File: src/rtl/cnt_pkg.sv
// Shared constants for the multi-channel counter slice.
// Overflow policy selectors used by count_chan and multi_count_sum.
package cnt_pkg;

  localparam int MODE_WRAP = 0;
  localparam int MODE_SAT  = 1;

endpackage

File: src/rtl/count_chan.sv
// Single counter channel: clr > load > en priority,
// wrap or saturate on overflow, one-cycle ovf pulse.
module count_chan
  import cnt_pkg::*;
#(
  parameter int WIDTH = 8,
  parameter int MODE  = MODE_WRAP
) (
  input  logic             clk,
  input  logic             reset_n,
  input  logic             clr,
  input  logic             load,
  input  logic [WIDTH-1:0] load_val,
  input  logic             en,
  input  logic [WIDTH-1:0] step,
  output logic [WIDTH-1:0] cnt,
  output logic             ovf
);

  logic [WIDTH:0] sum;
  logic           carry;

  assign sum   = {1'b0, cnt} + {1'b0, step};
  assign carry = sum[WIDTH];

  always_ff @(posedge clk or negedge reset_n) begin
    if (!reset_n) begin
      cnt <= '0;
      ovf <= 1'b0;
    end else begin
      ovf <= 1'b0;
      priority case (1'b1)
        clr:  cnt <= '0;
        load: cnt <= load_val;
        en: begin
          ovf <= carry;
          if (MODE == MODE_SAT && carry)
            cnt <= '1;
          else
            cnt <= sum[WIDTH-1:0];
        end
        default: cnt <= cnt;
      endcase
    end
  end

endmodule

File: src/rtl/multi_count_sum.sv
// Bank of CHANNELS counters with a registered full-width sum.
// q lags cnt by one edge; q_valid marks the first edge out of reset.
module multi_count_sum
  import cnt_pkg::*;
#(
  parameter int WIDTH    = 8,
  parameter int CHANNELS = 2,
  parameter int MODE     = MODE_WRAP,
  localparam int SUMW    = WIDTH + $clog2(CHANNELS)
) (
  input  logic                      clk,
  input  logic                      reset_n,
  input  logic                      clr,
  input  logic [CHANNELS-1:0]       load,
  input  logic [WIDTH-1:0]          load_val,
  input  logic [CHANNELS-1:0]       en,
  input  logic [WIDTH-1:0]          step,
  output logic [CHANNELS*WIDTH-1:0] cnt,
  output logic [SUMW-1:0]           q,
  output logic                      q_valid,
  output logic [CHANNELS-1:0]       ovf
);

  logic [SUMW-1:0] sum;

  for (genvar i = 0; i < CHANNELS; i++) begin : g_chan
    count_chan #(
      .WIDTH (WIDTH),
      .MODE  (MODE)
    ) u_chan (
      .clk      (clk),
      .reset_n  (reset_n),
      .clr      (clr),
      .load     (load[i]),
      .load_val (load_val),
      .en       (en[i]),
      .step     (step),
      .cnt      (cnt[i*WIDTH +: WIDTH]),
      .ovf      (ovf[i])
    );
  end

  always_comb begin
    sum = '0;
    for (int i = 0; i < CHANNELS; i++)
      sum = sum + SUMW'(cnt[i*WIDTH +: WIDTH]);
  end

  always_ff @(posedge clk or negedge reset_n) begin
    if (!reset_n) begin
      q       <= '0;
      q_valid <= 1'b0;
    end else begin
      q       <= sum;
      q_valid <= 1'b1;
    end
  end

endmodule

File: config.mk
export PLATFORM = sky130hd
export DESIGN_NAME = multi_count_sum
export DESIGN_NICKNAME = d
export VERILOG_FILES = /design/src/rtl/cnt_pkg.sv /design/src/rtl/count_chan.sv /design/src/rtl/multi_count_sum.sv
export SDC_FILE = /design/constraint.sdc
export NUM_CORES = 1
export LEC_CHECK = 0
export BUFFER_PORTS_ARGS = -buffer_cell sky130_fd_sc_hd__buf_2
export CORE_MARGIN = 2
export CORE_UTILIZATION = 53
export CTS_BUF_LIST = sky130_fd_sc_hd__clkbuf_16
export CTS_CLUSTER_DIAMETER = 80
export DETAILED_ROUTE_END_ITERATION = 8
export PLACE_DENSITY = 0.86
export REMOVE_ABC_BUFFERS = 1
export SLEW_MARGIN = 20
export SYNTH_ARGS = -nofsm -noshare
export SYNTH_HDL_FRONTEND = slang
export SYNTH_SLANG_ARGS = --single-unit
export TNS_END_PERCENT = 10
File: constraint.sdc
create_clock -name clk -period 2.3 [get_ports clk]
set_input_delay 0.345 -clock clk [delete_from_list [all_inputs] [get_ports clk]]
set_output_delay 0.345 -clock clk [all_outputs]
set_load 0.01 [all_outputs]
==> summary.md <==
| Metric | Value |
|---|---|
| Leak | `around 1.2 nW` |
| P_sw | `0.472 mW` |
| Clock Sinks | `28` |
| Fmax | `451 MHz` |
| Pwr per Cell Area | `653 nW/um^2` |
| Vias in the first global route | `around 1,800` |
| Number of top-level pins | `a little over 50` |
| Setup violations, final | `0` |
| WL/cell | `about 16 microns` |
| Largest net degree at the start of global routing | `29` |
| Worst slew margin | `0.576` |
| Die Y-Extent | `65.7 microns` |
| Synth area leaders | `dfrtp_1 35%, ha_1 15%, nor2_1 5.6%, a21oi_1 5.4%, fa_1 3.0%` |
| Combinational power share | `0.297` |
| Fin cells | `about 310` |
| Final Hold Violating Endpoints | `0` |
| Post-Syn Area per Cell | `9.44 sq um` |
| Critical Setup Path Class | `flop to flop` |
| Initial core utilization | `0.552` |
| Die area | `4320 sq um` |
| Clock transition at path regs | `0.07 ns` |
| DR DRC count | `0` |
| Layout Nets | `311` |
| Post-CTS setup buffers | `0` |
| Most frequent cells in the layout | `50 x buf_2, 30 x nor2_1, 28 x dfrtp_1, 24 x ha_1, 22 x a21oi_1` |
| Commonest non-fill, non-tap cell in the layout | `buf_2` |
| Total gr overflow | `0` |
| DR vias | `1,860` |
| First-pass GRT wire length | `8170 microns` |
| GR Util met2 | `0.433` |
| WP data arrival | `between 2 and 2.5 ns` |
| Routability cong. | `0.997` |
| Clock latency on the worst-skew pair | `0.26 ns` |
| Tmin final | `between 2 and 2.5 ns` |
| Area leader, netlist | `dfrtp_1` |
| Met3 Usage GRT | `0.0205` |
| DIE WIDTH | `around 66 microns` |
| Cells after Synth | `214` |
| Internal Pwr Total | `1.09 mW` |
| Routed Antenna Nets | `0` |
| Fill cells | `305` |
| Router iterations before antenna repair | `6` |
| CP Launch Type | `flop` |
| Post-Synthesis Cell Area | `2020 sq um` |
| VDD IR max | `0.308 mV` |
| Worst Setup End Kind | `flop` |
| Ys Warns | `0` |
| Top_reg_cell synth | `dfrtp_1` |
| RSZ-0062 raised after global routing | `true` |
| Starting DRT DRC Count | `103` |
| Clock power frac | `0.329` |
| Pre-CTS WS | `a little over 0.08 ns` |
| WL final | `4990 microns` |
| Gr busiest metal | `met2` |
| Routed vias/inst | `6.04` |
| Net Sw Frac | `0.302` |
| Dpl cells | `304` |
| Area of the multi-input gates | `1260 sq um` |
| Hold crit path type | `input pin to async pin` |
| IO buf count | `50` |
| EDFF count, synth | `0` |
| Seq pwr share | `0.373` |
| Final worst-path cycle share | `0.965` |
| Yosys reg bits | `28` |
| GRT met1 Usage | `0.321` |
| Max-Cap Viols | `0` |
| Detailed Place HPWL | `3840 microns` |
| Clock skew | `around 0.0056 ns` |
| Layout area overhead | `18.7%` |
| Reg area | `between 700 and 800 sq um` |
| Async S/R FF share, synth | `1.00` |
| Total track usage | `0.246` |
| Worst Path Required | `between 2 and 2.5 ns` |
| Min setup slack post-route | `0.0810 ns` |
| H-tree depth | `1` |
| CTS Buffer Depth | `2` |
| CTS tree | `done` |
| Site Rows | `22` |
| Status | `finished clean` |
| Slew Limit Fails | `0` |
| Yosys cell types | `40` |
| Seq/Total Area, Yosys | `0.347` |
| Total power | `1.57 mW` |
| Worst Tran Pin Value | `~0.64 ns` |
| CTS buffer count | `3` |
| Total core area | `about 3700 sq um` |
| Layout cells sized above 1 | `0.238` |
| Antenna Cells | `0` |
| Initial antenna violation count | `0` |
| Worst hold slack | `0.0954 ns` |
| CP Max Fanout | `4` |
| Root buf cell | `clkbuf_16` |
| Yosys top cell area share | `0.347` |
worst paths after layout:
path | start | slack, ns | cells past startpoint | endpoint
setup / recovery | g_chan[0].u_chan.cnt[0] | 0.08 | 7 | g_chan[0].u_chan.cnt[6]
max in group asynchronous | reset_n | 1.79 | 1 | g_chan[0].u_chan.cnt[7]
setup reg to reg | g_chan[0].u_chan.cnt[0] | 0.08 | 7 | g_chan[0].u_chan.cnt[6]
hold / removal | reset_n | 0.1 | 1 | q_valid
hold reg to reg | g_chan[0].u_chan.cnt[0] | 0.58 | 1 | q[0]
min in group clk | load_val[0] | 0.35 | 3 | g_chan[0].u_chan.cnt[0]
cell usage after synthesis (2+ instances only):
master	number
a211oi_1	8
a211oi_2	2
a21o_1	5
a21oi_1	22
a221oi_1	2
a22oi_1	6
a31oi_1	2
buf_2	2
buf_4	2
clkbuf_1	4
dfrtp_1	28
fa_1	3
ha_1	24
inv_1	5
mux2i_1	4
nand2_1	9
nand3_1	2
nor2_1	30
nor3_1	3
nor4b_1	3
o211ai_1	5
o21ai_0	9
o21bai_1	2
o22ai_1	2
o31ai_1	3
or2_2	2
or4_1	2
xnor2_1	6
xor2_1	6
power groups by stage:
stage / logic, mW / registers (mW) / clock network, mW
after detailed placement: 0.458 / 0.595 / 0
after floorplan: 0.272 / 0.615 / 0
after global placement: 0.441 / 0.591 / 0
after global routing: 0.518 / 0.592 / 0.543
final: 0.466 / 0.585 / 0.516
after CTS: 0.464 / 0.586 / 0.517
cell type report:
class	count	share of cell area
clock buffers	3	0.0313
flip-flops and latches	28	0.292
multi-input cells	173	0.527
inverters	5	0.00782
well taps	48	0.0250
repair buffers	50	0.104
clock inverters	1	0.0125
registers in the layout, indices dropped and copies added, names as in the netlist:
register           count
g_chan.u_chan.cnt     16
g_chan.u_chan.ovf      2
q                      9
q_valid                1
critical path: stages, from the launching register on:
cell and delay [ns]:
dfrtp_1 0.41, ha_1 0.24, fa_1 0.46, a211oi_2 0.30
o21ai_0 0.23, nor2_1 0.13, o31ai_1 0.08, a221oi_1 0.26
per-stage QoR:
| step | instance area (sq um) | utilization | TNS [ns] |
|---|---|---|---|
| finish | 2400 | 0.655 | 0 |
| global route | 2400 | 0.655 | -0.0497 |
| CTS | 2400 | 0.654 | 0 |
| detailed placement | 2290 | 0.626 | 0 |
| global placement | 2290 | 0.626 | 0 |
| floorplan | 1980 | - | 0 |
kinds of logic after synthesis:
group | synth area share
AOI/OAI and AO/OA | 0.244
and+or+nand+nor | 0.128
DFF | 0.347
adders and majority gates | 0.178
buffers and inverters | 0.0291
xor gates and xnor gates | 0.0520
muxes | 0.0198
other | 0.00186
layer usage:
| layer | vias to the layer above | wire length, microns |
|---|---|---|
| met5 | - | 0 |
| met4 | 0 | 53 |
| met3 | 6 | 370 |
| met2 | 82 | 2510 |
| met1 | 880 | 2050 |
| li1 | 892 | - |
timing repair:
action,4_1_cts,5_1_grt
setup endpoints to repair,0,3
resized for setup,0,1
hold buffers,0,0
(Power assumes the default switching activity.)
